File: config.mk
export PLATFORM = sky130hd
export DESIGN_NAME = injector_arbiter
export DESIGN_NICKNAME = d
export VERILOG_FILES = /design/src/rtl/injector_arbiter.sv
export SDC_FILE = /design/constraint.sdc
export NUM_CORES = 1
export LEC_CHECK = 0
export ABC_AREA = 1
export BUFFER_PORTS_ARGS = -buffer_cell sky130_fd_sc_hd__buf_4
export CORE_ASPECT_RATIO = 0.6
export CORE_MARGIN = 4
export CORE_UTILIZATION = 41
export DETAILED_ROUTE_END_ITERATION = 8
export PLACE_DENSITY = 0.87
export SYNTH_ARGS = -nofsm -noshare
export SYNTH_HDL_FRONTEND = slang
export SYNTH_SLANG_ARGS = --single-unit
File: constraint.sdc
create_clock -name clk_i -period 1.8 [get_ports clk_i]
set_input_delay 0.27 -clock clk_i [delete_from_list [all_inputs] [get_ports clk_i]]
set_output_delay 0.27 -clock clk_i [all_outputs]
set_load 0.01 [all_outputs]
File: src/rtl/injector_arbiter.sv
// Arbitrates NUM_SRC tx/credit flit sources onto the single Task Injector input,
// locking the grant for a whole packet. Also aggregates end-of-applications flags.
module injector_arbiter #(
  parameter int FLIT_SIZE = 32,
  parameter int NUM_SRC   = 2,
  parameter int PRIO_SRC0 = 1
) (
  input  logic                           clk_i,
  input  logic                           rst_ni,
  input  logic [NUM_SRC-1:0]             tx_i,
  input  logic [NUM_SRC*FLIT_SIZE-1:0]   data_i,
  input  logic [NUM_SRC-1:0]             eop_i,
  input  logic [NUM_SRC-1:0]             eoa_i,
  output logic [NUM_SRC-1:0]             credit_o,
  output logic                           tx_o,
  output logic [FLIT_SIZE-1:0]           data_o,
  input  logic                           credit_i,
  output logic [NUM_SRC-1:0]             grant_o,
  output logic                           eoa_o,
  output logic [15:0]                    pkt_cnt_o
);

  localparam int PW = (NUM_SRC > 1) ? $clog2(NUM_SRC) : 1;

  typedef enum logic {IDLE, LOCKED} state_e;

  // Handshake: a flit moves in any cycle where tx_o && credit_i; the granted
  // source sees that as credit_o[g] high while its tx_i[g] is high.
  state_e               state_q;
  logic [NUM_SRC-1:0]   grant_q;
  logic [PW-1:0]        gidx_q;
  logic [PW-1:0]        rr_ptr_q;
  logic [15:0]          pkt_cnt_q;

  logic [PW-1:0]        win_idx;
  logic                 found;
  int                   cand;
  logic                 locked;
  logic                 sel_tx;
  logic                 sel_eop;
  logic [FLIT_SIZE-1:0] sel_data;
  logic                 last_xfer;

  // Round-robin search upward from rr_ptr; source 0 overrides when prioritised.
  always_comb begin
    win_idx = rr_ptr_q;
    found   = 1'b0;
    cand    = 0;
    for (int i = 0; i < NUM_SRC; i++) begin
      cand = int'(rr_ptr_q) + i;
      if (cand >= NUM_SRC) cand = cand - NUM_SRC;
      if (!found && tx_i[cand]) begin
        found   = 1'b1;
        win_idx = PW'(cand);
      end
    end
    if (PRIO_SRC0 != 0 && tx_i[0]) win_idx = '0;
  end

  assign locked    = (state_q == LOCKED);
  assign sel_tx    = tx_i[gidx_q];
  assign sel_eop   = eop_i[gidx_q];
  assign sel_data  = data_i[int'(gidx_q)*FLIT_SIZE +: FLIT_SIZE];

  assign tx_o      = locked && sel_tx;
  assign data_o    = (locked && sel_tx) ? sel_data : '0;
  assign credit_o  = locked ? (grant_q & {NUM_SRC{credit_i}}) : '0;
  assign last_xfer = tx_o && credit_i && sel_eop;

  assign grant_o   = grant_q;
  assign pkt_cnt_o = pkt_cnt_q;
  assign eoa_o     = (&eoa_i) && !locked && (tx_i == '0);

  always_ff @(posedge clk_i or negedge rst_ni) begin
    if (!rst_ni) begin
      state_q   <= IDLE;
      grant_q   <= '0;
      gidx_q    <= '0;
      rr_ptr_q  <= '0;
      pkt_cnt_q <= '0;
    end else begin
      case (state_q)
        IDLE: begin
          if (|tx_i) begin
            grant_q <= NUM_SRC'(1) << win_idx;
            gidx_q  <= win_idx;
            state_q <= LOCKED;
          end
        end
        LOCKED: begin
          // Grant is held until the eop flit moves, even if the source stalls.
          if (last_xfer) begin
            if (pkt_cnt_q != 16'hFFFF) pkt_cnt_q <= pkt_cnt_q + 16'd1;
            rr_ptr_q <= (gidx_q == PW'(NUM_SRC-1)) ? '0 : gidx_q + 1'b1;
            grant_q  <= '0;
            state_q  <= IDLE;
          end
        end
        default: begin
          grant_q <= '0;
          state_q <= IDLE;
        end
      endcase
    end
  end

endmodule

==> reports/summary.txt <==
HPWL Detailed - 5016 um
Clock Skews - 3.515 ps
Final ANT Viol Nets - 0
crit path time final - 1781 ps
Hold Vio Cnt, Final - 0
Initial DRC Count - 125
startpoint types - flip-flop
fill count - 356
Static Leak - 1.527 nW
Worst setup EP type - primary output
hold path startpoint - tx_i[1]
design area - 0.002900 mm^2
Root Buffer - clkbuf_8
clock power share - 0.108
Syn Nets - 368
Synth top area share - 0.3131
Area growth syn-to-layout - 65.69%
Die ar. - 0.005413 mm^2
crit path DAT - 1510 ps
Port Buffers - 126
Least-Margin Pin Slew - 338.9 ps
Post-synth ARST share - 1.000
Sw Ratio - 0.4356
crit path max-delay cell type - dfrtp_2
final design utilization - 0.7037
fraction of layout cells with a size suffix above 1 - 0.3688
Seq/Total Area, Yosys - 0.3002
initial antenna violation count - 0
Ports - 127
NumNets Final - 498
CP startpoint - gidx_q
FF+latch area - 526.8 um^2
Max Cap Viol - 0
Cells after Synth - 294
Site Rows - 18
Max-Slew Margin vs Limit - 0.7735
Die W - 92.36 um
maximum clock path buffer count - 2
DRC viols - 0
leading area contributor after synthesis - nand2_1
TritonCTS clock tree - built
CP Buf/Inv Count - 2
maximum clock rate - 0.5614 GHz
Net Switching - 1.248 mW
mapped cell area - 0.001750 mm^2
pin count of the biggest net entering global routing - 33
Peak VDD IR - 508.0 uV
crit-path max FO - 16
grt total ovfl - 0
Area contributors post-synth - nand2_1 31%, dfrtp_1 30%, a21oi_1 9.1%
sequential power share - 0.229
area of the multi-input gates - 0.001115 mm^2
Finish-stage setup viols - 0
clk sinks - 21
list of most frequent post-synthesis cells - 146 x nand2_1, 32 x a21oi_1, 22 x nor2_1
DRT Pass-1 Iters - 4
cell family with most CP delay - flip-flops
clock slew at the register clock pins of the worst setup and hold paths - 80 ps
Critical Path Max Stage Delay - 450 ps
count leader, synth - nand2_1
CTS H-tree lvls - 1
Yosys warning total - 0
power share of the combinational group - 0.663
#FFs+latches synth - 21
height of the chip - 58.61 um
TritonCTS Buffers - 3
post-placement cell area - 0.002780 mm^2
Setup CP Type - flip-flop to primary output
Initial Util - 0.4247
Most Frequent Cell on Critical Path - nor2_1
Worst-Skew Late Latency - 260 ps
Power Density - 987.9 mW/mm^2
worst r2r src - pkt_cnt_o[1]
first-pass GRT wire length - 9528 um
Core ar. - 0.004121 mm^2
wire per inst - 13.36 um
gpl congestion - 0.8430
All-Layer GR Usage - 0.2193
# diodes - 0
Slew Limit Fails - 0
Avg Inst Size Synth - 5.954 um^2
HP Class - primary input to flip-flop
status - finished, final reports clean
vias in the first global route - 2040
EDFF count, synth - 0
Synth Flop Type - dfrtp_1
CP Cell Sequence - nor2_1, nor2_1, nand2_2, clkbuf_16, a21oi_1, buf_4
Tcrit/Tclk final - 0.9896
vias - 2285
Routed WL - 6451 um
drt via density - 4.731
Netlist cell types - 23
worst endpoint required time - 1530 ps
Internal Power - 1.617 mW
[repair_timing]
| action | in CTS | in global routing |
|---|---|---|
| buffers inserted | 0 | 1 |
| gates resized for setup | 2 | 7 |
| hold endpoints to repair | 21 | 0 |
| gates cloned | 0 | 1 |
| setup endpoints to repair | 43 | 34 |
| hold buffers | 1 | 0 |
| pin swaps | 0 | 1 |
[power groups by stage]
stage / Clock, mW / Combinational, mW / Sequential (mW)
6_report: 0.310 / 1.90 / 0.655
2_1_floorplan: 0 / 0.901 / 0.673
4_1_cts: 0.308 / 1.78 / 0.653
3_3_place_gp: 0 / 1.75 / 0.655
5_1_grt: 0.339 / 2.07 / 0.677
3_5_place_dp: 0 / 1.76 / 0.660
[cell families after synthesis]
family,synth area share
and+or+nand+nor,0.4625
AOI/OAI and AO/OA,0.1237
buffers and inverters,0.07147
DFF,0.3002
xor gates and xnor gates,0.03503
adders and majority gates,0.007147
[registers in the layout, indices dropped and copies added (netlist names)]
| signal | cells |
|---|---|
| grant_o | 2 |
| rr_ptr_q | 1 |
| locked | 1 |
| gidx_q | 1 |
| pkt_cnt_o | 16 |
[metal layers]
| layer | up-vias | part of all wire | routed length (um) | track usage |
|---|---|---|---|---|
| met5 | - | 0 | 0 | 0 |
| met4 | 0 | 0.011 | 68 | 0.04228 |
| li1 | 1184 | - | - | - |
| met2 | 72 | 0.50 | 3208 | 0.3598 |
| met3 | 8 | 0.052 | 338 | 0.04087 |
| met1 | 1021 | 0.44 | 2836 | 0.3074 |
[worst paths after layout]
path / endpoint / slack [ps] / depth (start not counted)
setup / recovery: data_o[10] / 20 / 6
hold / removal: locked / 300 / 3
setup reg to reg: pkt_cnt_o[14] / 160 / 8
hold reg to reg: rr_ptr_q / 480 / 2
max in group asynchronous: gidx_q / 1120 / 2
min in group asynchronous: pkt_cnt_o[9] / 440 / 2
[tightest hold or removal path, delay by kind of cell]
kind / cells / cell delay [ps]
simple gates: 2 / 140
buf+inv: 1 / 110
[placed cells by master (no fill, tap or decap)]
master           n
inv_2            1
o21ai_0          8
nand2_4          1
nand2_2          3
dfrtp_1         20
dlygate4sd3_1    1
nor2_4           2
clkbuf_1         1
nand2_1        145
buf_12           2
a21oi_2          2
clkbuf_8         3
nor3_1           1
buf_6            1
nand3_2          2
o21ai_4          1
nand4_1          6
nand3_1         10
ha_1             1
inv_1           14
nor2_1          22
and3_1           1
a21oi_1         30
dfrtp_2          1
xnor2_1          7
clkinv_2         1
buf_4          132
clkbuf_16        1
nor2_2           3
[final cells by class]
class,count,area share
clock buffer,4,0.01553
tap,60,0.02588
multi-input combinational,245,0.3844
timing repair buffer,137,0.3714
inverter,16,0.02114
sequential,21,0.1816
[metrics by stage]
| step | total power [mW] | setup TNS (ps) | hold slack, ps | worst slack (ps) | cells |
|---|---|---|---|---|---|
| after floorplan | 1.574 | 0 | -25.59 | 254.8 | 294 |
| after global placement | 2.402 | 0 | 164.6 | 148.6 | 476 |
| after detailed placement | 2.420 | -4.241 | 169.5 | -3.849 | 476 |
| after CTS | 2.737 | 0 | 300.8 | 0.01876 | 481 |
| after global routing | 3.086 | -393.7 | 318.2 | -28.54 | 483 |
| final | 2.865 | 0 | 295.5 | 18.63 | 483 |
(Power assumes the default switching activity.)
